===== src/rtl/usb4_scr_descr_multilane_pkg.sv =====
// usb4_scr_pkg: shared constants and the unrolled LFSR step function for the
// USB4 23-bit scrambler/descrambler (Fibonacci form, x^23+x^21+x^16+x^8+x^5+x^2+1).
// Content: LFSR_W, SCR_SEED_DEFAULT, tap indices, lfsr_adv() which returns the
// state after nbits steps plus the keystream bits produced on the way
// (keystream bit k = state[22] after k steps).
package usb4_scr_pkg;

    localparam int              LFSR_W           = 23;
    localparam logic [LFSR_W-1:0] SCR_SEED_DEFAULT = 23'h1FEEDD;
    localparam int              KS_MAX           = 32;

    // Output tap and feedback taps
    localparam int TAP_OUT = 22;
    localparam int TAP_A   = 20;
    localparam int TAP_B   = 15;
    localparam int TAP_C   = 7;
    localparam int TAP_D   = 4;
    localparam int TAP_E   = 1;

    typedef struct packed {
        logic [LFSR_W-1:0] state;
        logic [KS_MAX-1:0] ks;
    } lfsr_adv_t;

    function automatic lfsr_adv_t lfsr_adv(input logic [LFSR_W-1:0] state, input int nbits);
        lfsr_adv_t         r;
        logic [LFSR_W-1:0] s;
        logic              fb;
        s    = state;
        r.ks = '0;
        for (int k = 0; k < KS_MAX; k++) begin
            if (k < nbits) begin
                r.ks[k] = s[TAP_OUT];
                fb      = s[TAP_OUT] ^ s[TAP_A] ^ s[TAP_B] ^ s[TAP_C] ^ s[TAP_D] ^ s[TAP_E];
                s       = {s[LFSR_W-2:0], fb};
            end
        end
        r.state = s;
        return r;
    endfunction

endpackage


===== src/rtl/usb4_scr_descr_multilane_lane.sv =====
// usb4_lfsr_lane: one scrambler/descrambler lane (the operation is its own
// inverse, so the same block serves TX and RX).
// Ports: clk, rst (async, active-low), valid, hold (pass-through, no advance),
// reseed (load SEED before use this cycle), [scr_bypass when USB4_SCR_BYPASS_EN],
// din[DW] (bit 0 first in time), dout[DW] registered, dout_valid registered.
// Optional macro: USB4_SCR_BYPASS_EN adds scr_bypass (data unmodified, LFSR advances).
module usb4_lfsr_lane
    import usb4_scr_pkg::*;
#(
    parameter int                DW   = 1,
    parameter logic [LFSR_W-1:0] SEED = SCR_SEED_DEFAULT
) (
    input  logic          clk,
    input  logic          rst,
    input  logic          valid,
    input  logic          hold,
    input  logic          reseed,
`ifdef USB4_SCR_BYPASS_EN
    input  logic          scr_bypass,
`endif
    input  logic [DW-1:0] din,
    output logic [DW-1:0] dout,
    output logic          dout_valid
);

    logic [LFSR_W-1:0] lfsr_q, lfsr_d, lfsr_base;
    logic [DW-1:0]     dout_q, dout_d;
    logic              dout_valid_q, dout_valid_d;
    logic              bypass;
    lfsr_adv_t         adv;
    logic              ks_unused;

`ifdef USB4_SCR_BYPASS_EN
    assign bypass = scr_bypass;
`else
    assign bypass = 1'b0;
`endif

    always_comb begin
        // Reseed takes effect before this cycle's word is processed.
        lfsr_base    = reseed ? SEED : lfsr_q;
        adv          = lfsr_adv(lfsr_base, DW);
        // Keystream bits beyond DW are always zero; fold them away.
        ks_unused    = ^adv.ks;
        lfsr_d       = lfsr_base;
        dout_d       = dout_q;
        dout_valid_d = valid;
        if (valid) begin
            if (hold) begin
                dout_d = din;
            end else begin
                lfsr_d = adv.state;
                dout_d = bypass ? din : (din ^ adv.ks[DW-1:0]);
            end
        end
    end

    always_ff @(posedge clk or negedge rst) begin
        if (!rst) begin
            lfsr_q       <= SEED;
            dout_q       <= '0;
            dout_valid_q <= 1'b0;
        end else begin
            lfsr_q       <= lfsr_d;
            dout_q       <= dout_d;
            dout_valid_q <= dout_valid_d;
        end
    end

    assign dout       = dout_q;
    assign dout_valid = dout_valid_q;

endmodule


===== src/rtl/usb4_scr_descr_multilane.sv =====
// usb4_scr_descr_multilane: LANES TX scramblers and LANES RX descramblers,
// DW bits per lane per clock, 1-clock registered latency.
// Ports: clk, rst (async active-low); TX: tx_valid, tx_hold, scr_rst,
// tx_data/tx_scr [LANES*DW], tx_scr_valid; RX: rx_valid, rx_hold,
// descr_rst[LANES], rx_scr/rx_data [LANES*DW], rx_data_valid.
// Lane i occupies bits [i*DW +: DW].
// Optional macro: USB4_SCR_BYPASS_EN adds input scr_bypass for both paths.
module usb4_scr_descr_multilane
    import usb4_scr_pkg::*;
#(
    parameter int                LANES = 2,
    parameter int                DW    = 1,
    parameter logic [LFSR_W-1:0] SEED  = SCR_SEED_DEFAULT
) (
    input  logic                clk,
    input  logic                rst,
`ifdef USB4_SCR_BYPASS_EN
    input  logic                scr_bypass,
`endif
    input  logic                tx_valid,
    input  logic                tx_hold,
    input  logic                scr_rst,
    input  logic [LANES*DW-1:0] tx_data,
    output logic [LANES*DW-1:0] tx_scr,
    output logic                tx_scr_valid,
    input  logic                rx_valid,
    input  logic                rx_hold,
    input  logic [LANES-1:0]    descr_rst,
    input  logic [LANES*DW-1:0] rx_scr,
    output logic [LANES*DW-1:0] rx_data,
    output logic                rx_data_valid
);

    logic [LANES-1:0] tx_lane_valid;
    logic [LANES-1:0] rx_lane_valid;

    genvar gi;
    generate
        for (gi = 0; gi < LANES; gi++) begin : g_lane
            usb4_lfsr_lane #(.DW(DW), .SEED(SEED)) u_tx (
                .clk        (clk),
                .rst        (rst),
                .valid      (tx_valid),
                .hold       (tx_hold),
                .reseed     (scr_rst),
`ifdef USB4_SCR_BYPASS_EN
                .scr_bypass (scr_bypass),
`endif
                .din        (tx_data[gi*DW +: DW]),
                .dout       (tx_scr[gi*DW +: DW]),
                .dout_valid (tx_lane_valid[gi])
            );

            usb4_lfsr_lane #(.DW(DW), .SEED(SEED)) u_rx (
                .clk        (clk),
                .rst        (rst),
                .valid      (rx_valid),
                .hold       (rx_hold),
                .reseed     (descr_rst[gi]),
`ifdef USB4_SCR_BYPASS_EN
                .scr_bypass (scr_bypass),
`endif
                .din        (rx_scr[gi*DW +: DW]),
                .dout       (rx_data[gi*DW +: DW]),
                .dout_valid (rx_lane_valid[gi])
            );
        end
    endgenerate

    // Every lane registers the same shared valid, so the per-lane copies are
    // identical; reducing them keeps one consistent output.
    assign tx_scr_valid  = &tx_lane_valid;
    assign rx_data_valid = &rx_lane_valid;

endmodule


===== config.mk =====
export PLATFORM = sky130hd
export DESIGN_NAME = usb4_scr_descr_multilane
export DESIGN_NICKNAME = d
export VERILOG_FILES = /design/src/rtl/usb4_scr_descr_multilane_pkg.sv /design/src/rtl/usb4_scr_descr_multilane_lane.sv /design/src/rtl/usb4_scr_descr_multilane.sv
export SDC_FILE = /design/constraint.sdc
export NUM_CORES = 1
export LEC_CHECK = 0
export ABC_AREA = 1
export BUFFER_PORTS_ARGS = -buffer_cell sky130_fd_sc_hd__buf_2
export CAP_MARGIN = 20
export CORE_MARGIN = 3
export CORE_UTILIZATION = 60
export CTS_BUF_LIST = sky130_fd_sc_hd__clkbuf_4
export CTS_CLUSTER_DIAMETER = 50
export DETAILED_ROUTE_END_ITERATION = 16
export PLACE_DENSITY_LB_ADDON = 0.1
export SLEW_MARGIN = 5
export SYNTH_ARGS = -nofsm -noshare
export SYNTH_HDL_FRONTEND = slang
export SYNTH_SLANG_ARGS = --single-unit

===== constraint.sdc =====
create_clock -name clk -period 1.7 [get_ports clk]
set_input_delay 0.17 -clock clk [delete_from_list [all_inputs] [get_ports clk]]
set_output_delay 0.17 -clock clk [all_outputs]
set_load 0.005 [all_outputs]

==> reports/qor.csv <==
stage,metric,value,unit
logic_synthesis,mux contribution to synthesized area,0,
global_routing,GR Layer Usage met3,0.0328,
placed_design,DP Wirelength,4960,um
global_routing,vias in the first global route,3077,
detailed_routing,DR WL/cell,12.3,um
final_layout,antenna fix cells,0,
power,Int Power,0.00335,W
timing,fin. max-slew vios,0,
placed_design,Port Buffers,18,
setup_path,Worst Setup SP,rx_valid,
global_routing,GRT met1 Usage,0.258,
setup_path,critical path class,in -> reg,
logic_synthesis,Yosys reg bits,98,
power,peak supply drop,615,uV
power,Lkg Pwr,2.15,nW
timing,RSZ-0062 raised after global routing,false,
clocking,htree depth,3,
hold_path,Worst Hold End,g_lane[1].u_tx.lfsr_q[21]$_DFF_PN0_,
logic_synthesis,synthesized net count,522,
floorplanning,Initial Util,0.635,
final_layout,share of cells above drive strength 1,0.270,
setup_path,most frequent CP cell,o21ai_0,
clocking,TritonCTS clock tree,yes,
floorplanning,row count,30,
detailed_routing,WL final,7700,um
setup_path,critical path arrival,1.72,ns
placed_design,Area after DPL,4560,um2
setup_path,cell family with most CP delay,buffers and inverters,
setup_path,r2r startpoint,g_lane[1].u_rx.lfsr_q[15]$_DFF_PN1_,
timing,setup TNS,0,ns
floorplanning,io pins,19,
detailed_routing,DRC,0,
clocking,Inserted Clock Buffers,9,
global_routing,Global Route Usage Sum,0.199,
power,switching fraction of total power,0.264,
logic_synthesis,Synth Flop Type,dfstp_2,
global_routing,largest net degree at the start of global routing,53,
global_routing,GR Layer Usage met2,0.329,
logic_synthesis,main combinational cell family by area after synthesis,simple AND/OR/NAND/NOR gates,
setup_path,crit start category,input port,
final_layout,nets,537,
timing,fin crit share,0.811,
clocking,"CTS clk-pin slew, worst paths",0.15,ns
setup_path,"Slowest-stage cell, CP",dlygate4sd3_1,
setup_path,CP max FO,52,
hold_path,Worst Hold Depth,3,
clocking,Clock Tree Root,clkbuf_4,
final_layout,area delta synth->final,8.15,%
logic_synthesis,Synth Instances,509,
hold_path,hold path start,scr_rst,
global_routing,total gr overflow,0,
timing,Final setup viols,0,
timing,min Tclk post-route,1.38,ns
setup_path,reg2reg end,g_lane[1].u_rx.lfsr_q[0]$_DFF_PN1_,
setup_path,Buffers & Inverters on Critical Path,4,
logic_synthesis,Post-synth EDFFs,0,
detailed_routing,Routed Antenna Nets,0,
setup_path,flop2flop setup slack,0.47,ns
floorplanning,Die W,91.7,um
clocking,Skew-Pair Late Insertion Delay,0.43,ns
setup_path,FF-to-FF path depth,10,
power,sequential fraction of design power,0.603,
setup_path,CP Cell Sequence,"dlygate4sd3_1, buf_2, inv_1, nor2_2, buf_4, o21ai_0, o21ai_0",
final_layout,"non-filler cells, final",625,
timing,maximum clock rate,725,MHz
logic_synthesis,largest area contributor in the netlist,dfstp_2,
setup_path,Crit path largest cell delay,0.55,ns
detailed_routing,via count,3193,
logic_synthesis,Adder-Cell Fraction of Synth Area,0,
clocking,clk sink count,98,
hold_path,Hold/Removal Path Class,in -> reg,
logic_synthesis,most common cell in the netlist,nand2_1,
logic_synthesis,Yosys cell types,19,
flow_run,Maximum Capacitance Violations,0,
detailed_routing,via density per instance,5.11,
clocking,clk buf depth,2,
detailed_routing,Initial DRT Pass Iterations,5,
power,reported net switching power,0.00120,W
placed_design,placed cell count,602,
logic_synthesis,ys async rst share,1.00,
logic_synthesis,simple-gate portion of the synthesized area,0.227,
timing,Worst-Margin Slew,0.490,ns
logic_synthesis,Synth Area in Compound Gates,0.123,
logic_synthesis,Mapped Area,4410,um2
clocking,hold buffers post-CTS,7,
detailed_routing,number of DRC markers in iteration 0,151,
logic_synthesis,syn_area_per_cell,8.66,um2
logic_synthesis,Ys Warns,0,
timing,slew margin rel.,0.673,
logic_synthesis,"Seq/Total Area, Yosys",0.576,
clocking,postcts setup bufs,0,
global_routing,initial antenna violation count,0,
logic_synthesis,Post-synth top cells,"nand2_1 (134), o21ai_0 (101), dfstp_2 (68)",
setup_path,Worst Setup End Kind,register,
placed_design,GPL Wtd Cong,0.746,
setup_path,CP Data Required Time,2.04,ns
final_layout,final instance area,4770,um2
timing,Final Hold Fails,0,
clocking,post-CTS resize count,0,
global_routing,first-pass GRT wire length,13600,um
logic_synthesis,Yosys top cell area share,0.405,
logic_synthesis,"top cells by area, synth","dfstp_2 (41%), dfrtp_1 (17%), o21ai_0 (11%)",
floorplanning,Die Ht,91.7,um
power,combinational cell fraction of total power,0.127,
power,cell area power density,953,nW/um2
logic_synthesis,xor/xnor share of the synthesized area,0.00795,
power,clock share of power,0.270,
timing,Final Skew,0.0217,ns
floorplanning,DIE AREA,8410,um2
floorplanning,core footprint,6940,um2
global_routing,most used routing layer in global routing,met2,
status,status,"finished, final reports clean",
[worst min-delay path: stages]
cell	delay, ns
buf_2	0.12
nor2_1	0.08
o21ai_1	0.12
[cell usage in the layout (no fill, tap or decap), drive strengths merged]
cell / netlist / final
buf: 19 / 29
clkinvlp: 0 / 3
clkbuf: 13 / 11
bufinv: 0 / 1
dfstp: 68 / 68
xor2: 4 / 4
o21ai: 108 / 108
nor2: 50 / 50
clkinv: 0 / 1
nand2: 136 / 136
dfrtp: 30 / 30
or2: 20 / 20
nand3: 28 / 28
inv: 33 / 33
dlygate4sd3: 0 / 7
[cells by family after synthesis]
group	after synthesis
buf+inv	65
flops	98
simple gates	234
compound gates	108
xor+xnor	4
[layer usage]
metal / wire length [um] / share of wire
met3: 192 / 0.025
met5: 0 / 0
met1: 3580 / 0.46
met2: 3820 / 0.50
met4: 109 / 0.014
[worst max path at each step]
stage / to / slack (ns) / cells after the start
after floorplan: g_lane[1].u_tx.lfsr_q[0]$_DFF_PN1_ / 0.65 / 9
after global placement: g_lane[0].u_tx.lfsr_q[0]$_DFF_PN1_ / 0.44 / 11
final: g_lane[0].u_rx.lfsr_q[11]$_DFF_PN1_ / 0.32 / 7
after CTS: g_lane[0].u_rx.lfsr_q[11]$_DFF_PN1_ / 0.39 / 7
after detailed placement: g_lane[0].u_tx.lfsr_q[0]$_DFF_PN1_ / 0.38 / 11
after global routing: g_lane[0].u_rx.lfsr_q[11]$_DFF_PN1_ / 0.22 / 7
[layout make-up]
cell class	instances	area, um2
Clock buffer	11	82.6
Clock inverter	5	56.3
Fill cell	542	2180
Inverter	33	124
Multi-Input combinational cell	346	1580
Sequential cell	98	2540
Tap cell	96	120
Timing Repair Buffer	36	270
[metrics by stage]
step                hold slack, ns   util  worst slack, ns  power [W]
finish                      0.0816  0.686            0.321    0.00454
global placement             0.163  0.656            0.438    0.00332
global route                0.0911  0.686            0.225    0.00481
detailed placement           0.165  0.656            0.377    0.00335
floorplan                   -0.126      -            0.651    0.00317
CTS                         0.0529  0.686            0.385    0.00459
[power by group through the flow]
stage / logic [W] / clock network [W] / registers (W)
6_report: 0.000576 / 0.00123 / 0.00274
5_1_grt: 0.000677 / 0.00137 / 0.00276
4_1_cts: 0.000585 / 0.00127 / 0.00274
3_5_place_dp: 0.000571 / 0 / 0.00278
3_3_place_gp: 0.000551 / 0 / 0.00277
2_1_floorplan: 0.000418 / 0 / 0.00275
[sequential cells by signal (all words and copies together), names as in the netlist]
name / cells
g_lane.u_tx.dout: 2
g_lane.u_rx.lfsr_q: 46
g_lane.u_tx.dout_valid: 1
g_lane.u_tx.lfsr_q: 46
g_lane.u_rx.dout_valid: 1
g_lane.u_rx.dout: 2
No activity file was read; power rests on OpenSTA's default activity.
